===== src/rtl/load_down_counter_ctrl_pkg.sv =====
// Shared definitions for the loadable down-counter controller.
package load_down_counter_ctrl_pkg;

  typedef enum logic [1:0] {
    StIdle  = 2'd0,
    StCount = 2'd1,
    StDone  = 2'd2
  } state_e;

endpackage


===== src/rtl/load_down_counter_ctrl_decrementor.sv =====
// Combinational N-bit decrementor used for the counter next value.
module load_down_counter_ctrl_decrementor #(
  parameter int unsigned N = 4
) (
  input  logic [N-1:0] value,
  output logic [N-1:0] value_dec
);

  assign value_dec = value - {{(N-1){1'b0}}, 1'b1};

endmodule


===== src/rtl/load_down_counter_ctrl.sv =====
// Loadable down counter with one-shot/periodic modes, pause, abort and expiry tick.
module load_down_counter_ctrl
  import load_down_counter_ctrl_pkg::*;
#(
  parameter int unsigned N = 4
) (
  input  logic         clk,
  input  logic         rst,
  input  logic         start_valid,
  output logic         start_ready,
  input  logic [N-1:0] load_val,
  input  logic         auto_reload,
  input  logic         pause,
  input  logic         abort,
  output logic [N-1:0] count,
  output logic         busy,
  output logic         tick
);

  localparam logic [N-1:0] CountOne = {{(N-1){1'b0}}, 1'b1};

  state_e       state_q;
  logic [N-1:0] count_q;
  logic [N-1:0] reload_q;
  logic         mode_q;
  logic [N-1:0] count_dec;

  load_down_counter_ctrl_decrementor #(
    .N (N)
  ) u_decrementor (
    .value     (count_q),
    .value_dec (count_dec)
  );

  always_ff @(posedge clk) begin
    if (rst) begin
      state_q  <= StIdle;
      count_q  <= '0;
      reload_q <= '0;
      mode_q   <= 1'b0;
    end else begin
      case (state_q)
        StIdle: begin
          // Abort is meaningless here, so an accept always wins.
          if (start_valid) begin
            count_q  <= load_val;
            reload_q <= load_val;
            mode_q   <= auto_reload;
            state_q  <= (load_val != '0) ? StCount : StDone;
          end
        end
        StCount: begin
          if (abort) begin
            state_q <= StIdle;
            count_q <= '0;
          end else if (!pause) begin
            // count_q is never zero here, so the decrement cannot wrap.
            if (count_q == CountOne) begin
              count_q <= '0;
              state_q <= StDone;
            end else begin
              count_q <= count_dec;
            end
          end
        end
        StDone: begin
          if (abort) begin
            state_q <= StIdle;
            count_q <= '0;
          end else if (mode_q && (reload_q != '0)) begin
            count_q <= reload_q;
            state_q <= StCount;
          end else begin
            count_q <= '0;
            state_q <= StIdle;
          end
        end
        default: begin
          state_q <= StIdle;
          count_q <= '0;
        end
      endcase
    end
  end

  assign start_ready = (state_q == StIdle);
  assign busy        = (state_q != StIdle);
  assign tick        = (state_q == StDone);
  assign count       = count_q;

endmodule


===== config.mk =====
export PLATFORM = sky130hd
export DESIGN_NAME = load_down_counter_ctrl
export DESIGN_NICKNAME = d
export VERILOG_FILES = /design/src/rtl/load_down_counter_ctrl_pkg.sv /design/src/rtl/load_down_counter_ctrl_decrementor.sv /design/src/rtl/load_down_counter_ctrl.sv
export SDC_FILE = /design/constraint.sdc
export NUM_CORES = 1
export LEC_CHECK = 0
export BUFFER_PORTS_ARGS = -buffer_cell sky130_fd_sc_hd__clkbuf_2
export CORE_UTILIZATION = 50
export DETAILED_ROUTE_END_ITERATION = 8
export GPL_TIMING_DRIVEN = 1
export PLACE_DENSITY = 0.85
export SYNTH_ARGS = -nofsm -noshare
export SYNTH_HDL_FRONTEND = slang
export SYNTH_SLANG_ARGS = --single-unit

===== constraint.sdc =====
create_clock -name clk -period 1.8 [get_ports clk]
set_input_delay 0.27 -clock clk [delete_from_list [all_inputs] [get_ports clk]]
set_output_delay 0.27 -clock clk [all_outputs]
set_load 0.005 [all_outputs]

Yosys cells after proc, flatten, opt, wreduce, memory -nomap -nowiden
Cells that the tools add are included.
{ "classes": {"addsub": 1, "eq_ne": 6, "n_mux": 15, "reduce_logical": 8} }
{ "op_table": {"columns": ["op", "count"], "rows": [
  ["2-to-1 mux 4 bit", 6],
  ["one-hot mux 4 bit (3 select lines)", 1],
  ["2-to-1 mux 2 bit", 5],
  ["nonzero test 4 bit", 2],
  ["!= test 3 bit (second input constant)", 2],
  ["one-hot mux 2 bit (3 select lines)", 1],
  ["equality test 4 x 1 -> 1 bit (second input constant)", 1],
  ["AND reduction 2 bit", 2],
  ["subtractor 4 x 1 -> 4 bit (second input constant)", 1],
  ["AND reduction 3 bit", 1],
  ["equality test 2 x 1 -> 1 bit (second input constant)", 1],
  ["equality test 2 bit (second input constant)", 1],
  ["logical NOT 2 bit", 1],
  ["2-to-1 mux 1 bit", 2],
  ["!= test 2 bit (second input constant)", 1],
  ["nonzero test 2 bit", 1],
  ["logical AND 1 bit", 1]
]} }
{ "totals": {"ff_bits": 11, "in_bits": 10, "out_inout_bits": 7, "wordCells": 34} }

Logic depth before layout (Yosys ltp)
{ "depth": {"depth_word": 5, "depth_mapped": 6, "ltp_nobuf": 6} }

Cells and area by module
From an unflattened synthesis, not the netlist that was laid out.
{ "unflattened": {"cells_unflattened": 68, "hier_area_um2": 613.1} }
{ "by_module_without_submodules": {"columns": ["module", "n_inst", "cells_per_inst", "area_each_um2", "seq_area_each_um2"], "rows": [
  ["load_down_counter_ctrl", 1, 61, 561.8, 220.2],
  ["load_down_counter_ctrl_decrementor", 1, 7, 51.3, 0.0]
]} }

Worst setup path after synthesis
No wires, ideal clock.
{ "synth_path": {"path_type": "reg-to-reg", "startpoint": "register count_q[0] (netlist: count[0])", "endpoint": "register state_q[1]", "setup_time_ns": 0.086, "arrival_time_ns": 1.237, "required_ns": 1.714, "slack_ns": 0.478, "path_stages_with_launch": 5, "n_path_buf": 0, "period_less_slack_ns": 1.322, "cell_sequence": "dfxtp_1 > ha_1 > a211oi_2 > or4_1 > a211oi_1"} }
{ "synth_between": {"elab_chain_len": 3} }
{ "synth_rtl": {"columns": ["item", "line_no", "text"], "rows": [
  ["start: declaration", "load_down_counter_ctrl.sv:23", "logic [N-1:0] count_q;"],
  ["start signal: assignment", "load_down_counter_ctrl.sv:46", "count_q <= load_val;"],
  ["start signal: assignment", "load_down_counter_ctrl.sv:62", "count_q <= count_dec;"],
  ["start signal: assignment", "load_down_counter_ctrl.sv:71", "count_q <= reload_q;"],
  ["equality test 4 x 1 -> 1 bit", "load_down_counter_ctrl.sv:58", "if (count_q == CountOne) begin"],
  ["!= test 3 bit (no source line)", null, null],
  ["AND reduction 3 bit (no source line)", null, null],
  ["end signal: assignment", "load_down_counter_ctrl.sv:54", "state_q <= StIdle;"],
  ["end signal: assignment", "load_down_counter_ctrl.sv:60", "state_q <= StDone;"],
  ["end signal: assignment", "load_down_counter_ctrl.sv:68", "state_q <= StIdle;"],
  ["end: declaration", "load_down_counter_ctrl.sv:22", "state_e state_q;"]
]} }
No other way between the ends.
A chain may end at the register's enable or synchronous reset.

Final worst setup path
{ "layout_path": {"startpoint": "register state_q[0]", "endpoint": "register state_q[1]"} }
{ "layout_between": {"elab_chain_len": 3, "elab_cells_between_ends": 8, "classes_between": "5 x eq/ne; 1 x mux; 2 x reduce/logical"} }
{ "layout_rtl": {"columns": ["item", "line_no", "text"], "rows": [
  ["start signal: assignment", "load_down_counter_ctrl.sv:37", "state_q <= StIdle;"],
  ["start signal: assignment", "load_down_counter_ctrl.sv:49", "state_q <= (load_val != '0) ? StCount : StDone;"],
  ["start signal: assignment", "load_down_counter_ctrl.sv:54", null],
  ["equality test 2 x 1 -> 1 bit or logical NOT 2 bit (tied branches)", "load_down_counter_ctrl.sv:42", "case (state_q)"],
  ["!= test 3 bit (no source line) or != test 2 bit (tied branches)", null, null],
  ["AND reduction 3 bit (no source line)", null, null]
]} }
Parallel ways exist; a longest one is shown, timed or not.

==> impl_metrics.toml <==
[synthesis]
syn_inst = 76
async_flop_share = 0
synth_fa_ha_area_frac = 0.03670
seq_area_frac_synth = 0.3229
synth_edf_count = 0
synth_area_per_cell_sq_um = 8.972
syn_nets = 88
synth_top_flop_cell = "dfxtp_1"
synthSimpleGateAreaFrac = 0.2532
syn_area_sq_um = 681.9
synth_xor_area_frac = 0.02569
synth_seq_cells = 11
synth_compound_area_frac = 0.2165
ys.warnings.count = 0
yosysUniqueCellTypes = 36
synth_top_family_by_area = "simple AND/OR/NAND/NOR gates"
muxShareOfSynthArea = 0.08807

[clock_tree]
path_clk_slew_ps = 80
cts_setup_buffers = 0
cts_buffers = 3
clk_latency_ps = 280
cts-root-buf = "clkbuf_4"
ctsHtreeMaxLevel = 1
clockBufferDepth = 2
cts.sinks = 11
hold_buffers = 0
post_cts_resized = 0
cts_tree = "done"

[sta]
post-route-min-period_ps = 1572
setup_tns_ps = 0
max_freq_mhz = 636.1
timing.hold.ws_ps = 232.1
rsz0062_at_grt = "no"
setup_viol = 0
relSlewSlack = 0.6614
timing.final.crit_share = 0.8734
timing_worst_slew_pin_value_ps = 503.3
hold_viol = 0
clock_skew_ps = 11.61
slew_viol_final = 0

[global_routing]
grt_overflow_total = 0
grt_pass1_vias = 535
grt_max_degree = 14
grtUsageMet3 = 0.1040
busiest_layer = "met2"
grt_use_met1 = 0.2596
grtUsageTotal = 0.2482
grt_pass1_wl_um = 2435
antenna_found_initial = 0
use_met2 = 0.4417

[drt]
num_vias = 607
ant_nets = 0
dr.pass1.iters = 4
drtIter0Drc = 15
drt_wl_total_um = 1477
wl_per_cell_um = 13.80
via_per_inst = 5.673
drc_errors = 0

[layout]
nets = 106
nFillCells = 98
syn2layout_area_growth_pct = 15.23
final_cells = 107
final_util = 0.6624
fin_area_sq_um = 785.8
drive_gt1_frac = 0.3011
antenna_cells = 0

[worst_hold_path]
hp-class = "in -> reg"
min_from = "auto_reload"
hold_path_end = "mode_q$_SDFFE_PP0P_"
hold_depth = 3

[power]
ir_drop_uv = 642.8
p_comb_frac = 0.377
p_seq_frac = 0.406
p_clk_frac = 0.216
power-per-cell-area_nw_per_um2 = 1041
p_sw_mw = 0.2970
intPower_mw = 0.5208
p_leak_nw = 0.3351
switching_share = 0.3632

[setup_path]
start_kind = "register"
r2r-end = "state_q[1]$_SDFFE_PP0P_"
r2r_start = "state_q[0]$_SDFFE_PP0P_"
timing_worst_setup_path_type = "reg -> reg"
crit_chain = "or3_4 -> o21ai_2 -> or4_1 -> a211oi_1"
cp.buffers_inverters = 0
cpMaxStageDelayCell = "dfxtp_1"
critPathMaxStageDelay_ps = 600
worst_ep_arrival_time_ps = 1780
r2r_setup_slack_ps = 230
required_ps = 2010
r2r_cells = 4
crit_start = "state_q[0]$_SDFFE_PP0P_"
crit_fanout = 13
end_kind = "register"
cpLargestDelayFamily = "simple AND/OR/NAND/NOR gates"

[floorplanning]
die_width_um = 38.93
placementRows = 12
die_h_um = 38.93
die_area_sq_um = 1516
io_pins = 17
initial_core_util = 0.5749
core-area_sq_um = 1186

[placement]
place_area_sq_um = 759.5
dpl.hpwl_um = 1122
gp_congestion = 0.7723
portBuffers = 16
dp_cells = 103

[job]
maxCapViolations = 0

[status]
status = "complete, no violations"
[cells by family after synthesis]
| logic type | count (synthesis) |
|---|---|
| compound gates | 19 |
| xor+xnor | 2 |
| fa+ha+maj | 2 |
| buf+inv | 7 |
| flops | 11 |
| mux | 6 |
| simple gates | 29 |
[stage by stage]
step	total power, mW	setup slack (ps)
2_1_floorplan	0.5662	477.6
3_3_place_gp	0.6344	305.9
3_5_place_dp	0.6434	239.8
4_1_cts	0.8207	236.7
5_1_grt	0.8828	50.79
6_report	0.8178	227.9
[worst reg2reg max path, stage by stage (launching register included)]
cell and delay [ps]:
dfxtp_1 600, or3_4 220, o21ai_2 110, or4_1 410
a211oi_1 160
[area by class of cell]
class                   instances  area [sq um]  share of cell area
well taps                      14         17.52             0.02229
clock buffers                   4         26.28             0.03344
repair buffers                 17         87.58              0.1115
multi-input cells              58         422.9              0.5382
flip-flops and latches         11         220.2              0.2803
inverters                       3         11.26             0.01433
[cells in the final DEF, fill, tap and decap left out, types with 3 or more instances in the layout]
cell / instances
mux2i_1: 6
nand3b_1: 3
a2bb2oi_1: 3
dfxtp_1: 11
nor2_1: 8
a31oi_1: 3
clkbuf_4: 3
clkbuf_2: 16
nor2b_1: 3
[sequential cells by signal (all words and copies together) (netlist names)]
signal	flops
reload_q	4
state_q	2
mode_q	1
count	4
[metal layers]
metal | vias up | wire [um]
met5 | - | 0
met4 | 0 | 15
met3 | 5 | 66
met2 | 14 | 740
met1 | 274 | 654
li1 | 314 | -
[worst max-delay path by stage]
stage	end	slack, ps	depth (start not counted)
after floorplan	state_q[1]$_SDFFE_PP0P_	480	4
after global placement	state_q[1]$_SDFFE_PP0P_	310	4
after detailed placement	state_q[1]$_SDFFE_PP0P_	240	4
after CTS	state_q[1]$_SDFFE_PP0P_	240	4
after global routing	state_q[1]$_SDFFE_PP0P_	50	4
final	state_q[1]$_SDFFE_PP0P_	230	4
[power by group through the flow]
stage	logic, mW	clock network, mW	registers (mW)
2_1_floorplan	0.246	0	0.320
3_3_place_gp	0.300	0	0.335
3_5_place_dp	0.306	0	0.338
4_1_cts	0.308	0.182	0.331
5_1_grt	0.347	0.195	0.340
6_report	0.309	0.177	0.332
[cell usage after synthesis, drive strengths merged, types with 2 or more instances]
| cell type | count | area share |
|---|---|---|
| dfxtp | 11 | 0.32 |
| nor2 | 8 | 0.044 |
| mux2i | 6 | 0.088 |
| a211oi | 3 | 0.040 |
| a2bb2oi | 3 | 0.039 |
| a31oi | 3 | 0.028 |
| inv | 3 | 0.017 |
| nand3b | 3 | 0.033 |
| nor2b | 3 | 0.028 |
| a21oi | 2 | 0.015 |
| and2b | 2 | 0.026 |
| buf | 2 | 0.015 |
| clkbuf | 2 | 0.026 |
| ha | 2 | 0.037 |
| nand2 | 2 | 0.011 |
| nand2b | 2 | 0.022 |
| nor4 | 2 | 0.018 |
| o21ai | 2 | 0.020 |
| o31ai | 2 | 0.022 |
| xor2 | 2 | 0.026 |
Power figures use the tool's default switching activity.
